## config.mk

```make
export PLATFORM = sky130hd
export DESIGN_NAME = cpu_ctrl
export DESIGN_NICKNAME = d
export VERILOG_FILES = /design/src/rtl/cpu_pkg.sv /design/src/rtl/cpu_tstate.sv /design/src/rtl/cpu_ctrl.sv
export SDC_FILE = /design/constraint.sdc
export NUM_CORES = 1
export LEC_CHECK = 0
export ABC_AREA = 1
export CORE_UTILIZATION = 30
export CTS_CLUSTER_DIAMETER = 30
export DETAILED_ROUTE_END_ITERATION = 6
export PLACE_DENSITY = 0.67
export SYNTH_ARGS = -nofsm -noshare
export SYNTH_HDL_FRONTEND = slang
export SYNTH_SLANG_ARGS = --single-unit
export TNS_END_PERCENT = 5
```

## constraint.sdc

```tcl
create_clock -name clk -period 4.5 [get_ports clk]
set_input_delay 1.35 -clock clk [delete_from_list [all_inputs] [get_ports clk]]
set_output_delay 1.35 -clock clk [all_outputs]
set_load 0.01 [all_outputs]
```

## src/rtl/cpu_pkg.sv

```systemverilog
// Shared opcode, step and control-word definitions for the CPU control unit.
package cpu_pkg;

  typedef enum logic [3:0] {
    OP_NOP = 4'h0,
    OP_LDA = 4'h1,
    OP_ADD = 4'h2,
    OP_SUB = 4'h3,
    OP_STA = 4'h4,
    OP_LDI = 4'h5,
    OP_JMP = 4'h6,
    OP_JC  = 4'h7,
    OP_JZ  = 4'h8,
    OP_OUT = 4'hE,
    OP_HLT = 4'hF
  } opcode_e;

  typedef enum logic [2:0] {
    T0 = 3'd0,
    T1 = 3'd1,
    T2 = 3'd2,
    T3 = 3'd3,
    T4 = 3'd4,
    T5 = 3'd5
  } tstate_e;

  localparam tstate_e T_MAX = T5;

  typedef struct packed {
    logic pc_en;
    logic pc_out;
    logic pc_in;
    logic mar_in;
    logic ram_out;
    logic ram_in;
    logic ir_in;
    logic ir_out;
    logic a_in;
    logic a_out;
    logic b_in;
    logic alu_out;
    logic alu_sub;
    logic flags_in;
    logic out_in;
  } ctrl_t;

  // Undefined opcodes (0x9..0xD) fold onto NOP or HLT so the decoder only sees defined ones.
  function automatic opcode_e decode_opcode(input logic [3:0] raw, input bit illegal_halt);
    if (raw inside {[4'h9:4'hD]}) begin
      return illegal_halt ? OP_HLT : OP_NOP;
    end
    return opcode_e'(raw);
  endfunction

endpackage

```

## src/rtl/cpu_tstate.sv

```systemverilog
// Instruction step counter: T0..T5, with hold and early return to T0.
module cpu_tstate
  import cpu_pkg::*;
(
  input  logic    clk,
  input  logic    rst_n,
  input  logic    hold,
  input  logic    last,
  output tstate_e t_state
);

  tstate_e t_q;
  tstate_e t_d;

  always_comb begin
    t_d = t_q;
    if (!hold) begin
      if (last || t_q == T_MAX) begin
        t_d = T0;
      end else begin
        t_d = tstate_e'(t_q + 3'd1);
      end
    end
  end

  always_ff @(posedge clk or negedge rst_n) begin
    if (!rst_n) begin
      t_q <= T0;
    end else begin
      t_q <= t_d;
    end
  end

  assign t_state = t_q;

endmodule

```

## src/rtl/cpu_ctrl.sv

```systemverilog
// Microcoded control unit for the 8-bit bus CPU: fetch/execute sequencing and
// combinational decode of the control word from step, opcode and flags.
module cpu_ctrl
  import cpu_pkg::*;
#(
  parameter bit ILLEGAL_HALT = 1'b0
) (
  input  logic       clk,
  input  logic       rst_n,
  input  logic [3:0] opcode,
  input  logic       carry_flag,
  input  logic       zero_flag,
  output logic       pc_en,
  output logic       pc_out,
  output logic       pc_in,
  output logic       mar_in,
  output logic       ram_out,
  output logic       ram_in,
  output logic       ir_in,
  output logic       ir_out,
  output logic       a_in,
  output logic       a_out,
  output logic       b_in,
  output logic       alu_out,
  output logic       alu_sub,
  output logic       flags_in,
  output logic       out_in,
  output logic       halt,
  output logic [2:0] t_state,
  output logic       instr_done
);

  tstate_e step;
  opcode_e op;
  ctrl_t   ctrl;
  logic    run;
  logic    halt_q;
  logic    active;
  logic    last_step;
  logic    halt_set;

  assign op     = decode_opcode(opcode, ILLEGAL_HALT);
  assign active = run && !halt_q;

  // run rises one edge after reset release, giving a single idle cycle before T0.
  always_ff @(posedge clk or negedge rst_n) begin
    if (!rst_n) begin
      run <= 1'b0;
    end else begin
      run <= 1'b1;
    end
  end

  always_ff @(posedge clk or negedge rst_n) begin
    if (!rst_n) begin
      halt_q <= 1'b0;
    end else if (halt_set) begin
      halt_q <= 1'b1;
    end
  end

  cpu_tstate u_tstate (
    .clk     (clk),
    .rst_n   (rst_n),
    .hold    (!active),
    .last    (last_step),
    .t_state (step)
  );

  // Everything is gated by active, so reset or halt silences the bus in the same cycle.
  always_comb begin
    ctrl      = '0;
    last_step = 1'b0;
    halt_set  = 1'b0;
    if (active) begin
      case (step)
        T0: begin
          ctrl.pc_out = 1'b1;
          ctrl.mar_in = 1'b1;
        end
        T1: begin
          ctrl.ram_out = 1'b1;
          ctrl.ir_in   = 1'b1;
          ctrl.pc_en   = 1'b1;
        end
        default: begin
          case (op)
            OP_LDA: begin
              if (step == T2) begin
                ctrl.ir_out = 1'b1;
                ctrl.mar_in = 1'b1;
              end else begin
                ctrl.ram_out = 1'b1;
                ctrl.a_in    = 1'b1;
                last_step    = 1'b1;
              end
            end
            OP_ADD, OP_SUB: begin
              case (step)
                T2: begin
                  ctrl.ir_out = 1'b1;
                  ctrl.mar_in = 1'b1;
                end
                T3: begin
                  ctrl.ram_out = 1'b1;
                  ctrl.b_in    = 1'b1;
                end
                default: begin
                  ctrl.alu_out  = 1'b1;
                  ctrl.a_in     = 1'b1;
                  ctrl.flags_in = 1'b1;
                  ctrl.alu_sub  = (op == OP_SUB);
                  last_step     = 1'b1;
                end
              endcase
            end
            OP_STA: begin
              if (step == T2) begin
                ctrl.ir_out = 1'b1;
                ctrl.mar_in = 1'b1;
              end else begin
                ctrl.a_out  = 1'b1;
                ctrl.ram_in = 1'b1;
                last_step   = 1'b1;
              end
            end
            OP_LDI: begin
              ctrl.ir_out = 1'b1;
              ctrl.a_in   = 1'b1;
              last_step   = 1'b1;
            end
            OP_JMP: begin
              ctrl.ir_out = 1'b1;
              ctrl.pc_in  = 1'b1;
              last_step   = 1'b1;
            end
            OP_JC: begin
              ctrl.ir_out = 1'b1;
              ctrl.pc_in  = carry_flag;
              last_step   = 1'b1;
            end
            OP_JZ: begin
              ctrl.ir_out = 1'b1;
              ctrl.pc_in  = zero_flag;
              last_step   = 1'b1;
            end
            OP_OUT: begin
              ctrl.a_out  = 1'b1;
              ctrl.out_in = 1'b1;
              last_step   = 1'b1;
            end
            OP_HLT: begin
              halt_set  = 1'b1;
              last_step = 1'b1;
            end
            default: begin
              last_step = 1'b1;
            end
          endcase
        end
      endcase
    end
  end

  assign pc_en      = ctrl.pc_en;
  assign pc_out     = ctrl.pc_out;
  assign pc_in      = ctrl.pc_in;
  assign mar_in     = ctrl.mar_in;
  assign ram_out    = ctrl.ram_out;
  assign ram_in     = ctrl.ram_in;
  assign ir_in      = ctrl.ir_in;
  assign ir_out     = ctrl.ir_out;
  assign a_in       = ctrl.a_in;
  assign a_out      = ctrl.a_out;
  assign b_in       = ctrl.b_in;
  assign alu_out    = ctrl.alu_out;
  assign alu_sub    = ctrl.alu_sub;
  assign flags_in   = ctrl.flags_in;
  assign out_in     = ctrl.out_in;
  assign halt       = halt_q;
  assign t_state    = step;
  assign instr_done = last_step;

  bus_exclusive: assert property (@(posedge clk) disable iff (!rst_n)
    $onehot0({ctrl.pc_out, ctrl.ram_out, ctrl.ir_out, ctrl.a_out, ctrl.alu_out}));

  halt_quiet: assert property (@(posedge clk) disable iff (!rst_n)
    halt_q |-> (ctrl == '0 && !last_step));

  halt_sticky: assert property (@(posedge clk) disable iff (!rst_n)
    halt_q |=> halt_q);

endmodule

```

# Word-level counts from Yosys, hierarchy flattened
# Cells that the tools add are included.
[totals] ff_bits=5 latchBits=0 ram_bits=0 mem_bits_ro=0 inputBits=8 out_inout_bits=20 elab_cells=63 mem_count=0
[classes] addsub=1 n_mul=0 div_mod_pow=0 magnitude_cmp=2 eq_ne=14 shift=0 muxes=32 n_bitwise=0 reduce_logical=11
[op_table] op="1-bit 2-to-1 mux" count=17
[op_table] op="4-bit by 3-bit equality test with 1-bit output, second input constant" count=4
[op_table] op="15-bit 2-to-1 mux" count=1
[op_table] op="4-bit equality test, second input constant" count=3
[op_table] op="4-bit 2-to-1 mux" count=3
[op_table] op="1-bit case mux with 2 select lines" count=6
[op_table] op="4-bit by 2-bit equality test with 1-bit output, second input constant" count=2
[op_table] op="8-bit 2-to-1 mux" count=1
[op_table] op="2-bit OR reduction" count=4
[op_table] op="4-bit OR reduction" count=2
[op_table] op="3-bit by 2-bit equality test with 1-bit output, second input constant" count=2
[op_table] op="3-bit 2-to-1 mux" count=2
[op_table] op="1-bit case mux with 3 select lines" count=2
[op_table] op="4-bit by 1-bit equality test with 1-bit output, second input constant" count=1
[op_table] op="4-bit >= comparator, second input constant" count=1
[op_table] op="4-bit less-or-equal comparator, second input constant" count=1
[op_table] op="3-bit by 1-bit adder with 3-bit output, second input constant" count=1
[op_table] op="3-bit by 1-bit equality test with 1-bit output, second input constant" count=1
[op_table] op="3-bit equality test, second input constant" count=1
[op_table] op="3-bit zero test" count=1
[op_table] op="1-bit logical AND" count=2
[op_table] op="1-bit zero test" count=1
[op_table] op="1-bit logical OR" count=1

# Depth between registers and ports, before layout
[depth] word_depth=11 mapped_depth=9 mapped_depth_nobuf=9

# Modules after synthesis
# From an unflattened synthesis, not the netlist that was laid out.
[hier_totals] cells_unflattened=97 hier_area_um2=631.9
[modules_own_cells] module="cpu_ctrl" n_inst=1 cells_each=72 area_per_inst_um2=441.7 seq_area_each_um2=50.0
[modules_own_cells] module="cpu_tstate" n_inst=1 cells_each=25 area_per_inst_um2=190.2 seq_area_each_um2=75.1

# Worst setup path after synthesis
# Ideal clock, no wire load.
[synth_timing] kind="input-to-output" from="input port opcode[1]" to="output port a_out" t_arrival_ps=2160 required_time_ps=3150 setup_slack_ps=990 stages=5 path_buffers=1 path_cell_list="buf_2 > nor2_1 > nand2_2 > nor3_2 > or2_1"
[synth_between] elab_chain_cells=8 elab_cells_between_ends=10 cone_classes="order compare: 2; eq/ne: 2; mux: 5; reduce/logical: 1"
[synth_rtl] element="start: declaration" line_no="cpu_ctrl.sv:10" text="input logic [3:0] opcode,"
[synth_rtl] element="4-bit >= comparator / 4-bit less-or-equal comparator (equally long branches)" line_no="cpu_pkg.sv:49" text="if (raw inside {[4'h9:4'hD]}) begin"
[synth_rtl] element="1-bit logical AND" line_no="cpu_pkg.sv:49"
[synth_rtl] element="1-bit 2-to-1 mux" line_no="cpu_pkg.sv:49"
[synth_rtl] element="4-bit 2-to-1 mux (*)" line_no="cpu_pkg.sv:52" text="return opcode_e'(raw);"
[synth_rtl] element="4-bit equality test / 4-bit by 3-bit equality test with 1-bit output (equally long branches)" line_no="cpu_ctrl.sv:87" text="case (op)"
[synth_rtl] element="1-bit case mux with 2 select lines (*)" line_no="cpu_ctrl.sv:87"
[synth_rtl] element="8-bit 2-to-1 mux (*)" line_no="cpu_ctrl.sv:76" text="case (step)"
[synth_rtl] element="15-bit 2-to-1 mux (*)" line_no="cpu_ctrl.sv:75" text="if (active) begin"
[synth_rtl] element="end: declaration" line_no="cpu_ctrl.sv:22" text="output logic a_out,"
# Every way passes the cells marked *; elsewhere a longest branch is shown, timed or not.

# Final worst setup path
[layout_timing] from="input port opcode[2]" to="output port instr_done"
[layout_between] elab_chain_cells=9 elab_cells_between_ends=14 cone_classes="order compare: 2; eq/ne: 4; mux: 5; reduce/logical: 3"
[layout_rtl] element="4-bit >= comparator / 4-bit less-or-equal comparator (equally long branches)" line_no="cpu_pkg.sv:49"
[layout_rtl] element="1-bit logical AND" line_no="cpu_pkg.sv:49"
[layout_rtl] element="1-bit 2-to-1 mux" line_no="cpu_pkg.sv:49"
[layout_rtl] element="4-bit 2-to-1 mux (*)" line_no="cpu_pkg.sv:52"
[layout_rtl] element="4-bit by 1-bit equality test with 1-bit output, or another cell as far along" line_no="cpu_ctrl.sv:87"
[layout_rtl] element="2-bit OR reduction, on equally long branches"
[layout_rtl] element="1-bit case mux with 2 select lines (*)" line_no="cpu_ctrl.sv:87"
[layout_rtl] element="1-bit 2-to-1 mux (*)" line_no="cpu_ctrl.sv:76"
[layout_rtl] element="1-bit 2-to-1 mux (*)" line_no="cpu_ctrl.sv:75"
[layout_rtl] element="end: declaration" line_no="cpu_ctrl.sv:30" text="output logic instr_done"
# Marks and branches as above.

==> results.json <==
{
  "status": "complete, no violations",
  "ys_seq_area_share_pct": 20.2,
  "nets": 139,
  "grt_pass1_vias": 631,
  "grt_max_degree": 12,
  "rr_worst_depth": 5,
  "die_y_um": 47.4,
  "synth_cell_types": 26,
  "fin_skew_ns": 0.000643,
  "critical_path_class": "in2out",
  "irDropWorstVdd_mv": 0.125,
  "wl_met1_um": 692,
  "min_to": "halt",
  "gr-usage-all-layers_pct": 16.4,
  "place_ws_ns": 0.0180,
  "grt_remaining_overflow": 0,
  "die_x_um": 47.4,
  "worst_slack_ns": 0.0977,
  "setup_viol": 0,
  "placement.io_buffers": 27,
  "cts_root_buf": "clkbuf_4",
  "drt_pass1_iterations": 4,
  "dr.max_layer_used": "met3",
  "diodes": 0,
  "worstPathMaxFanout": 4,
  "vias": 708,
  "cp-start-kind": "primary input",
  "cts_sinks": 5,
  "syn_nets": 109,
  "min_from": "halt",
  "place_hpwl_mm": 1.27,
  "area_delta_synth_final_pct": 55.3,
  "viasPerCell": 4.66,
  "wl_mm": 1.53,
  "drv_cap": 0,
  "rr_endpoint": "halt",
  "synth_cells": 96,
  "min_path_type": "reg2reg",
  "synth_warnings": 0,
  "p_leak_nw": 0.490,
  "ioPinCount": 28,
  "end_kind": "output port",
  "ant_nets": 0,
  "antenna_found_initial": 0,
  "cts.hold.buffers_added": 0,
  "cts_buffers": 3,
  "drive_gt1_share_pct": 19.2,
  "holdWs_ns": 0.527,
  "period_needed_ns": 4.40,
  "max_freq_ghz": 0.227,
  "min_period_over_period_pct": 97.8,
  "worstSkewPairLatency_ns": 0.24,
  "dieArea_um2": 2250,
  "wl_met3_um": 93,
  "cts_tree": "built",
  "cp.arrival_ns": 3.05,
  "ys_ff_latch": 5,
  "dr_wl_met2_um": 744,
  "start_util_pct": 31.8,
  "drc_errors": 0,
  "rows": 16,
  "h-tree-depth": 1,
  "rsz0062_at_grt": "false",
  "r2r_slack_ns": 3.18,
  "wire_per_inst_um": 10.1,
  "synth_area_um2": 618,
  "core_area_um2": 1940,
  "syn_area_per_cell_um2": 6.44,
  "worstPathRequired_ns": 3.15,
  "worstHoldPathCells": 2,
  "drt_iter0_drc": 33,
  "hold_viol": 0,
  "r2r-start": "halt",
  "globalplace.congestion": 0.820,
  "grt_pass1_wl_mm": 2.55,
  "power-per-cell-area_nw_per_um2": 124,
  "drv_slew": 0,
  "ctsLongestPathBuffers": 2,
  "clk_pin_slew_ns": 0.04
}
-- critical path, stage by stage --
cell	delay, ns
clkdlybuf4s50_1	0.51
inv_2	0.08
nor2_2	0.15
nand2_2	0.10
nand2_1	0.08
nand2_1	0.06
nand3_2	0.06
nand2_2	0.07
inv_1	0.06
clkdlybuf4s50_1	0.53
-- kinds of logic (layout without fill, tap and decap cells) --
family | after synthesis | count (layout) | share of synthesized area [%]
simple gates | 50 | 50 | 41.9
buf+inv | 23 | 52 | 15.6
compound gates | 12 | 12 | 11.5
fa+ha+maj | 5 | 5 | 10.1
flops | 5 | 5 | 20.2
other cells | 1 | 1 | 0.607
-- cell usage after synthesis (all sizes together) --
library cell,count,area share [%]
o221ai,1,1.4
ha,5,10
nand3,8,8.9
buf,4,4.0
nor2,13,9.9
nand2,20,13
dfrtp,5,20
nor3,4,4.0
inv,19,12
nand4,4,5.1
a21oi,4,3.2
o22ai,1,1.0
a31oi,2,2.0
o21ai,4,3.8
or2,1,1.0
conb,1,0.61
-- per-stage QoR --
stage	util (%)	cells	power (mW)	TNS [ns]	instance area [µm²]
finish	49.4	152	0.119	0	960
global placement	47.0	148	0.0689	-0.0544	912
global route	49.4	152	0.125	0	960
floorplan	-	96	0.0580	0	618
detailed placement	47.0	148	0.0693	0	912
CTS	48.3	152	0.122	0	938
-- area by class of cell --
| cell class | instances | area, µm² |
|---|---|---|
| repair buffers | 29 | 295 |
| clock buffers | 4 | 26.3 |
| fillers | 202 | 982 |
| well taps | 27 | 33.8 |
| multi-input cells | 68 | 408 |
| flip-flops and latches | 5 | 125 |
| inverters | 19 | 71.3 |
-- power breakdown --
| group | switching, mW | leakage (nW) | total, mW | internal, mW |
|---|---|---|---|---|
| Clock | 0.0163 | 0.0150 | 0.0497 | 0.0334 |
| Combinational | 0.0130 | 0.429 | 0.0237 | 0.0107 |
| Sequential | 0.000208 | 0.0466 | 0.0458 | 0.0456 |
-- worst max path at each step --
stage | slack [ns] | from | to
2_1_floorplan | 0.99 | opcode[1] | a_out
3_3_place_gp | -0.05 | opcode[1] | alu_sub
3_5_place_dp | 0.02 | opcode[1] | alu_sub
4_1_cts | 0.02 | opcode[1] | alu_sub
5_1_grt | 0.02 | opcode[2] | instr_done
6_report | 0.1 | opcode[2] | instr_done
-- cells in the final DEF, fill, tap and decap left out, drive strengths merged, types with 2 or more instances in the layout --
cell / netlist / routed
buf: 4 / 2
dlymetal6s2s: 0 / 4
a31oi: 2 / 2
clkdlybuf4s50: 0 / 23
inv: 19 / 19
nand3: 8 / 8
a21oi: 4 / 4
nand4: 4 / 4
dfrtp: 5 / 5
nor3: 4 / 4
ha: 5 / 5
nor2: 13 / 13
o21ai: 4 / 4
clkbuf: 0 / 4
nand2: 20 / 20
-- metal layers --
metal,global-route usage (%),vias up
met5,0,-
met1,20.8,319
met2,26.3,27
met4,9.14,0
li1,-,362
met3,2.69,0
-- flip-flops by register name, indices dropped and copies added (netlist names) --
register          cells
halt                  1
run                   1
u_tstate.t_state      3
-- repair_timing --
| item | in CTS | in global routing |
|---|---|---|
| endpoints found under the setup margin | 0 | 6 |
| gates resized for setup | 0 | 7 |
| setup buffers | 0 | 0 |
(Power assumes the default switching activity.)
